[src/rtl/snake_body_pkg.sv]
// Shared encodings for the snake body: direction codes, game states and sprite colour.
package snake_body_pkg;

    typedef enum logic [2:0] {
        DIR_IDLE  = 3'b000,
        DIR_UP    = 3'b001,
        DIR_DOWN  = 3'b010,
        DIR_LEFT  = 3'b011,
        DIR_RIGHT = 3'b100
    } dir_e;

    typedef enum logic [1:0] {
        GS_PLAY = 2'b01,
        GS_OVER = 2'b11
    } game_state_e;

    localparam logic [2:0] SNAKE_RGB = 3'b010;

    // Unused codes collapse to IDLE so they never steer the snake.
    function automatic dir_e decode_dir(input logic [2:0] raw);
        case (raw)
            3'b001:  return DIR_UP;
            3'b010:  return DIR_DOWN;
            3'b011:  return DIR_LEFT;
            3'b100:  return DIR_RIGHT;
            default: return DIR_IDLE;
        endcase
    endfunction

    function automatic logic is_reverse(input dir_e a, input dir_e b);
        return ((a == DIR_UP)   && (b == DIR_DOWN))  || ((a == DIR_DOWN)  && (b == DIR_UP)) ||
               ((a == DIR_LEFT) && (b == DIR_RIGHT)) || ((a == DIR_RIGHT) && (b == DIR_LEFT));
    endfunction

endpackage

[src/rtl/snake_body_seg_hit.sv]
// Point-in-square test: is (px,py) inside the SIZE x SIZE square anchored at (sx,sy).
module seg_hit #(
    parameter int unsigned BIT  = 10,
    parameter int unsigned SIZE = 20
) (
    input  logic [BIT-1:0] px,
    input  logic [BIT-1:0] py,
    input  logic [BIT-1:0] sx,
    input  logic [BIT-1:0] sy,
    output logic           hit
);

    localparam int unsigned W = BIT + 1;

    // One extra bit keeps the square's far edge from wrapping.
    logic [W-1:0] x_end;
    logic [W-1:0] y_end;

    assign x_end = W'(sx) + W'(SIZE);
    assign y_end = W'(sy) + W'(SIZE);
    assign hit   = (px >= sx) && (W'(px) < x_end) && (py >= sy) && (W'(py) < y_end);

endmodule

[src/rtl/snake_body.sv]
// Snake segment array: frame-paced movement, growth, wall/self collision and pixel hit flags.
module snake_body
    import snake_body_pkg::*;
#(
    parameter int unsigned BIT          = 10,
    parameter int unsigned SIZE         = 20,
    parameter int unsigned MAX_LEN      = 8,
    parameter int unsigned INIT_LEN     = 3,
    parameter int unsigned X_START      = 320,
    parameter int unsigned Y_START      = 240,
    parameter int unsigned H_ACTIVE     = 640,
    parameter int unsigned V_ACTIVE     = 480,
    parameter int unsigned V_SYNC_COUNT = 490,
    parameter int unsigned MOVE_DIV     = 8
) (
    input  logic                           clk,
    input  logic                           reset,
    input  logic [BIT-1:0]                 x_pos,
    input  logic [BIT-1:0]                 y_pos,
    input  logic [2:0]                     direction,
    input  logic [1:0]                     game_state,
    input  logic                           grow,
    output logic                           snake_head_active,
    output logic                           snake_body_active,
    output logic                           collision,
    output logic [$clog2(MAX_LEN+1)-1:0]   length,
    output logic [2:0]                     rgb
);

    localparam int unsigned LW = $clog2(MAX_LEN + 1);
    localparam int unsigned CW = (MOVE_DIV > 1) ? $clog2(MOVE_DIV) : 1;

    logic [BIT-1:0] seg_x   [MAX_LEN];
    logic [BIT-1:0] seg_y   [MAX_LEN];
    logic [BIT-1:0] seg_x_n [MAX_LEN];
    logic [BIT-1:0] seg_y_n [MAX_LEN];
    logic [BIT-1:0] init_x  [MAX_LEN];
    logic [BIT-1:0] init_y  [MAX_LEN];
    logic [LW-1:0]  length_n;
    dir_e           cur_dir, cur_dir_n, dir_in;
    logic [CW-1:0]  cnt, cnt_n;
    logic           pending, pending_n, collision_n;
    logic [BIT-1:0] head_x_n, head_y_n;
    logic [MAX_LEN-1:0] pix_hit;
    logic [MAX_LEN-1:1] self_vec;
    logic           tick, play, step, grow_eff, wall_hit, self_hit;

    // Per-segment start positions and hit testers (pixel scan and next-head compare).
    for (genvar i = 0; i < MAX_LEN; i++) begin : g_seg
        assign init_x[i] = BIT'(int'(X_START) - (int'(i) * int'(SIZE)));
        assign init_y[i] = BIT'(Y_START);

        seg_hit #(.BIT(BIT), .SIZE(SIZE)) u_pix (
            .px(x_pos), .py(y_pos), .sx(seg_x[i]), .sy(seg_y[i]), .hit(pix_hit[i])
        );

        if (i > 0) begin : g_self
            seg_hit #(.BIT(BIT), .SIZE(SIZE)) u_self (
                .px(head_x_n), .py(head_y_n), .sx(seg_x[i]), .sy(seg_y[i]), .hit(self_vec[i])
            );
        end
    end

    // Next-state: direction latch, frame pacing, step/collision and GAME_OVER restore.
    always_comb begin
        seg_x_n     = seg_x;
        seg_y_n     = seg_y;
        length_n    = length;
        cur_dir_n   = cur_dir;
        cnt_n       = cnt;
        pending_n   = pending | grow;
        collision_n = 1'b0;
        head_x_n    = seg_x[0];
        head_y_n    = seg_y[0];
        self_hit    = 1'b0;

        dir_in   = decode_dir(direction);
        tick     = (y_pos == BIT'(V_SYNC_COUNT)) && (x_pos == '0);
        play     = (game_state == GS_PLAY);
        step     = tick && play && (cnt == CW'(MOVE_DIV - 1)) && (cur_dir != DIR_IDLE);
        grow_eff = pending | grow;

        case (cur_dir)
            DIR_UP:    head_y_n = seg_y[0] - BIT'(SIZE);
            DIR_DOWN:  head_y_n = seg_y[0] + BIT'(SIZE);
            DIR_LEFT:  head_x_n = seg_x[0] - BIT'(SIZE);
            DIR_RIGHT: head_x_n = seg_x[0] + BIT'(SIZE);
            default:   ;
        endcase

        // Underflow past 0 wraps to a large value and trips the same bound.
        wall_hit = (head_x_n > BIT'(H_ACTIVE - SIZE)) || (head_y_n > BIT'(V_ACTIVE - SIZE));
        for (int i = 1; i < MAX_LEN; i++) begin
            if (self_vec[i] && (i <= int'(length) + int'(grow_eff) - 2)) self_hit = 1'b1;
        end

        if ((dir_in != DIR_IDLE) && !is_reverse(dir_in, cur_dir)) cur_dir_n = dir_in;

        if (tick && play) cnt_n = (cnt == CW'(MOVE_DIV - 1)) ? '0 : cnt + CW'(1);

        if (step) begin
            if (wall_hit || self_hit) begin
                collision_n = 1'b1;
            end else begin
                for (int i = 1; i < MAX_LEN; i++) begin
                    seg_x_n[i] = seg_x[i-1];
                    seg_y_n[i] = seg_y[i-1];
                end
                seg_x_n[0] = head_x_n;
                seg_y_n[0] = head_y_n;
                if (grow_eff && (length != LW'(MAX_LEN))) length_n = length + LW'(1);
                pending_n = 1'b0;
            end
        end

        if (game_state == GS_OVER) begin
            seg_x_n     = init_x;
            seg_y_n     = init_y;
            length_n    = LW'(INIT_LEN);
            cur_dir_n   = DIR_IDLE;
            cnt_n       = '0;
            pending_n   = 1'b0;
            collision_n = 1'b0;
        end
    end

    always_ff @(posedge clk) begin
        if (!reset) begin
            seg_x     <= init_x;
            seg_y     <= init_y;
            length    <= LW'(INIT_LEN);
            cur_dir   <= DIR_IDLE;
            cnt       <= '0;
            pending   <= 1'b0;
            collision <= 1'b0;
        end else begin
            seg_x     <= seg_x_n;
            seg_y     <= seg_y_n;
            length    <= length_n;
            cur_dir   <= cur_dir_n;
            cnt       <= cnt_n;
            pending   <= pending_n;
            collision <= collision_n;
        end
    end

    // Body flag covers live segments only and yields to the head.
    always_comb begin
        snake_body_active = 1'b0;
        for (int i = 1; i < MAX_LEN; i++) begin
            if (pix_hit[i] && (i < int'(length))) snake_body_active = 1'b1;
        end
        if (pix_hit[0]) snake_body_active = 1'b0;
    end

    assign snake_head_active = pix_hit[0];
    assign rgb               = SNAKE_RGB;

endmodule
[config.mk]
export PLATFORM = sky130hd
export DESIGN_NAME = snake_body
export DESIGN_NICKNAME = d
export VERILOG_FILES = /design/src/rtl/snake_body_pkg.sv /design/src/rtl/snake_body_seg_hit.sv /design/src/rtl/snake_body.sv
export SDC_FILE = /design/constraint.sdc
export NUM_CORES = 1
export LEC_CHECK = 0
export CELL_PAD_IN_SITES_DETAIL_PLACEMENT = 2
export CELL_PAD_IN_SITES_GLOBAL_PLACEMENT = 2
export CORE_ASPECT_RATIO = 2
export CORE_MARGIN = 5
export CORE_UTILIZATION = 37
export DETAILED_ROUTE_END_ITERATION = 10
export GPL_TIMING_DRIVEN = 0
export PLACE_DENSITY_LB_ADDON = 0.1
export SLEW_MARGIN = 20
export SYNTH_ARGS = -nofsm -noshare
export SYNTH_HDL_FRONTEND = slang
export SYNTH_SLANG_ARGS = --single-unit
[constraint.sdc]
create_clock -name clk -period 4.88 [get_ports clk]
set_input_delay 0.976 -clock clk [delete_from_list [all_inputs] [get_ports clk]]
set_output_delay 0.976 -clock clk [all_outputs]
set_load 0.005 [all_outputs]
==> results_dict.tcl <==
set metrics [dict create \
    grt_usage 0.335 \
    cts.sinks 140 \
    fp.dieH_um 324 \
    die_area_um2 54100 \
    drt_iter0_drc 1057 \
    fin_nets 2867 \
    async_flop_share 0 \
    final-setup-viol-count 135 \
    grt_pass1_wl_mm 135 \
    power_leakage_uw 0.0102 \
    end_kind "flop" \
    rows 115 \
    insertion_delay_ps 480 \
    maxSlewViolCount 0 \
    vias 19431 \
    via_per_inst 6.53 \
    grt_pass1_vias 21289 \
    synth.ff_latch_count 140 \
    min_path_type "reg2reg" \
    rsz0062_at_grt "yes" \
    grt_max_degree 18 \
    hold_viol 0 \
    total_power_uw 3680 \
    placedCellCount 2841 \
    path_clk_slew_ps 60 \
    fin_crit_sh 1.16 \
    ant_nets 0 \
    n_antenna_cell 0 \
    tightestPinTransition_ps 1270 \
    setup_ws_ps -766 \
    syn_inst 2149 \
    min_from "seg_x[69]$_SDFFE_PP0P_" \
    status "finished, violations left" \
    fin_skew_ps 9.79 \
    power_density_nw_per_um2 157 \
    ys.flop_type "dfxtp_1" \
    violations "negative setup slack" \
    cts_tree "built" \
    synth_cell_types 71 \
    peakVddDrop_v 0.000267 \
    crit_required_ps 5250 \
    io_buffers 34 \
    path_cells "or3b_4 -> buf_12 -> ha_4 -> a211o_1 -> a31o_4 -> a31oi_4 -> mux2i_2 -> buf_4 -> xnor2_4 -> buf_12 -> buf_4 -> buf_4 -> ha_1 -> a2111oi_0 -> o21ai_0 -> a211oi_4 -> buf_4 -> nand4b_4 -> buf_6 -> or3_1 -> a21oi_1" \
    stdcell_count 2976 \
    achievable-frequency_mhz 177 \
    firstDrtPassIters 6 \
    drive_gt1_frac 0.205 \
    synth_area_per_cell_um2 8.49 \
    dp_hpwl_mm 67.8 \
    num_io_pins 38 \
    ff2ff_path_depth 21 \
    crit_path_max_incr_delay_ps 490 \
    seq_area_frac_synth 0.154 \
    netlist_area_um2 18300 \
    crit_fanout 7 \
    hold_end "seg_x[69]$_SDFFE_PP0P_" \
    period_needed_ps 5650 \
    die_w_um 167 \
    max-cap-violations 0 \
    nFillCells 5196 \
    overflow 0 \
    htree_num_levels 4 \
    r2r_start "cur_dir[1]$_SDFFE_PP0P_" \
    crit_arrival_ps 6020 \
    cts_made_buffers 17 \
    r2r-end "length[3]$_SDFFE_PP0P_" \
    holdPathStages 2 \
    rrSetupSlack_ps -770 \
    critical_path_class "reg2reg" \
    avgRoutedWirePerCell_um 33.3 \
    slew_headroom 0.156 \
    cts.path.max_buffers 2 \
    startpoint_type "flop" \
    globalplace.congestion 0.942 \
    start_util 0.372 \
    area_growth_pct 28.7 \
    ys.warnings.count 0 \
    drt-total-wl_mm 99.1 \
    antenna_found_initial 1 \
    drc 0 \
    synth-edff-count 0 \
    cts-root-buf "clkbuf_16" \
    core_area_um2 49100 \
    cp_slowest_cell "a2111oi_0" \
    crit_top_cell "buf_4" \
]
critical path, delay by kind of cell (launching register included):
kind	cells	cell delay (ps)
xor+xnor	1	110
simple gates	3	930
flops	1	370
buf+inv	7	1190
compound gates	7	2310
mux	1	230
fa+ha+maj	2	400
metrics by stage:
| step | TNS, ps | hold slack [ps] | utilization | cell area, um2 | worst slack [ps] |
|---|---|---|---|---|---|
| 6_report | -73820 | 491 | 0.479 | 23500 | -766 |
| 5_1_grt | -64710 | 485 | 0.479 | 23500 | -640 |
| 4_1_cts | -42470 | 478 | 0.453 | 22200 | -393 |
| 3_5_place_dp | -279440 | 478 | 0.404 | 19800 | -2190 |
| 3_3_place_gp | -494090 | 453 | 0.396 | 19400 | -3840 |
| 2_1_floorplan | 0 | 444 | - | 18300 | 42.3 |
per-layer routing:
layer,vias up,GRT usage,part of all wire
li1,8455,-,-
met1,9749,0.326,0.34
met2,747,0.633,0.51
met3,478,0.0439,0.046
met4,2,0.258,0.10
met5,-,0,0.00015
cell usage after synthesis, types with 8 or more instances:
master	instances	area, um2
clkbuf_1	28	105
o21ai_1	8	40.0
a22o_1	10	87.6
nor4_1	22	138
xnor2_1	89	780
a21oi_1	125	626
inv_1	162	608
a31oi_1	17	106
dfxtp_1	140	2800
a21o_1	27	203
o211ai_1	83	623
nand3_1	85	425
nand4_1	14	87.6
nand2_1	137	514
xor2_1	18	158
a2111oi_0	23	201
nor3_1	50	250
or3_1	19	119
buf_1	8	30.0
nor2_1	63	236
o31ai_2	42	526
o21ai_0	155	776
a211oi_1	24	180
buf_2	18	90.1
nor2b_1	30	188
o22ai_1	14	87.6
ha_1	516	6460
o21a_1	57	428
nand2b_1	21	131
o2111ai_1	15	131
flip-flops by register name (all words and copies together), names as in the netlist:
name / flops
collision: 1
cur_dir: 3
seg_y: 64
pending: 1
seg_x: 64
length: 4
cnt: 3
kinds of logic (layout without fill, tap and decap cells):
kind of cell,after synthesis,in the layout,share of synthesized area
compound gates,665,665,0.252
other cells,2,3,0.000411
buf+inv,229,411,0.0520
mux,7,7,0.00384
xor+xnor,107,107,0.0513
fa+ha+maj,518,518,0.356
flops,140,140,0.154
simple gates,481,482,0.131
layout by cell type, fill, tap and decap left out, types with 11 or more instances in the layout:
master,count
a211oi_1,16
a21o_1,26
a21oi_1,116
a31oi_1,11
buf_12,28
buf_16,15
buf_4,74
buf_6,21
clkbuf_1,20
clkbuf_16,27
clkdlybuf4s50_1,17
dfxtp_1,125
dfxtp_2,13
ha_1,495
ha_4,15
inv_1,158
nand2_1,126
nand2_2,12
nand2b_1,20
nand3_1,36
nand3_2,43
nand4_1,14
nor2_1,56
nor2b_1,30
nor3_1,40
nor4_1,12
o2111ai_1,15
o211ai_1,83
o21a_1,57
o21ai_0,115
o21ai_1,29
o21ai_2,13
o22ai_1,12
o31ai_2,36
or3_1,17
xnor2_1,83
xor2_1,18
area by class of cell:
| class | instances | area, um2 | area share |
|---|---|---|---|
| flip-flops and latches | 140 | 2830 | 0.120 |
| plain buffers | 63 | 677 | 0.0288 |
| well taps | 643 | 805 | 0.0342 |
| inverters | 163 | 636 | 0.0270 |
| clock inverters | 6 | 60.1 | 0.00256 |
| multi-input cells | 1782 | 16200 | 0.689 |
| clock buffers | 25 | 505 | 0.0215 |
| repair buffers | 154 | 1800 | 0.0767 |
power by group:
| part | switching [uW] | leakage (uW) | internal [uW] | total (uW) |
|---|---|---|---|---|
| logic | 735 | 0.00878 | 455 | 1190 |
| clock network | 582 | 0.000275 | 762 | 1340 |
| registers | 3.05 | 0.00114 | 1140 | 1150 |
worst max-delay path by stage:
stage,from,to,slack [ps],cells past startpoint
after CTS,cur_dir[2]$_SDFFE_PP0P_,seg_x[25]$_SDFFE_PP0P_,-390,27
after global routing,cur_dir[0]$_SDFFE_PP0P_,length[3]$_SDFFE_PP0P_,-640,23
after detailed placement,cur_dir[1]$_SDFFE_PP0P_,seg_x[66]$_SDFFE_PP0P_,-2190,21
final,cur_dir[1]$_SDFFE_PP0P_,length[3]$_SDFFE_PP0P_,-770,21
after global placement,cur_dir[1]$_SDFFE_PP0P_,seg_x[73]$_SDFFE_PP0P_,-3840,19
after floorplan,cur_dir[2]$_SDFFE_PP0P_,seg_y[24]$_SDFFE_PP1P_,40,22
what timing repair did:
action,4_1_cts,5_1_grt
setup buffers,60,32
resized for setup,257,220
pin swaps,59,56
gates cloned,10,8
hold buffers,0,0
endpoints found under the setup margin,136,136
Note: power is estimated with default switching activity, not from simulation.
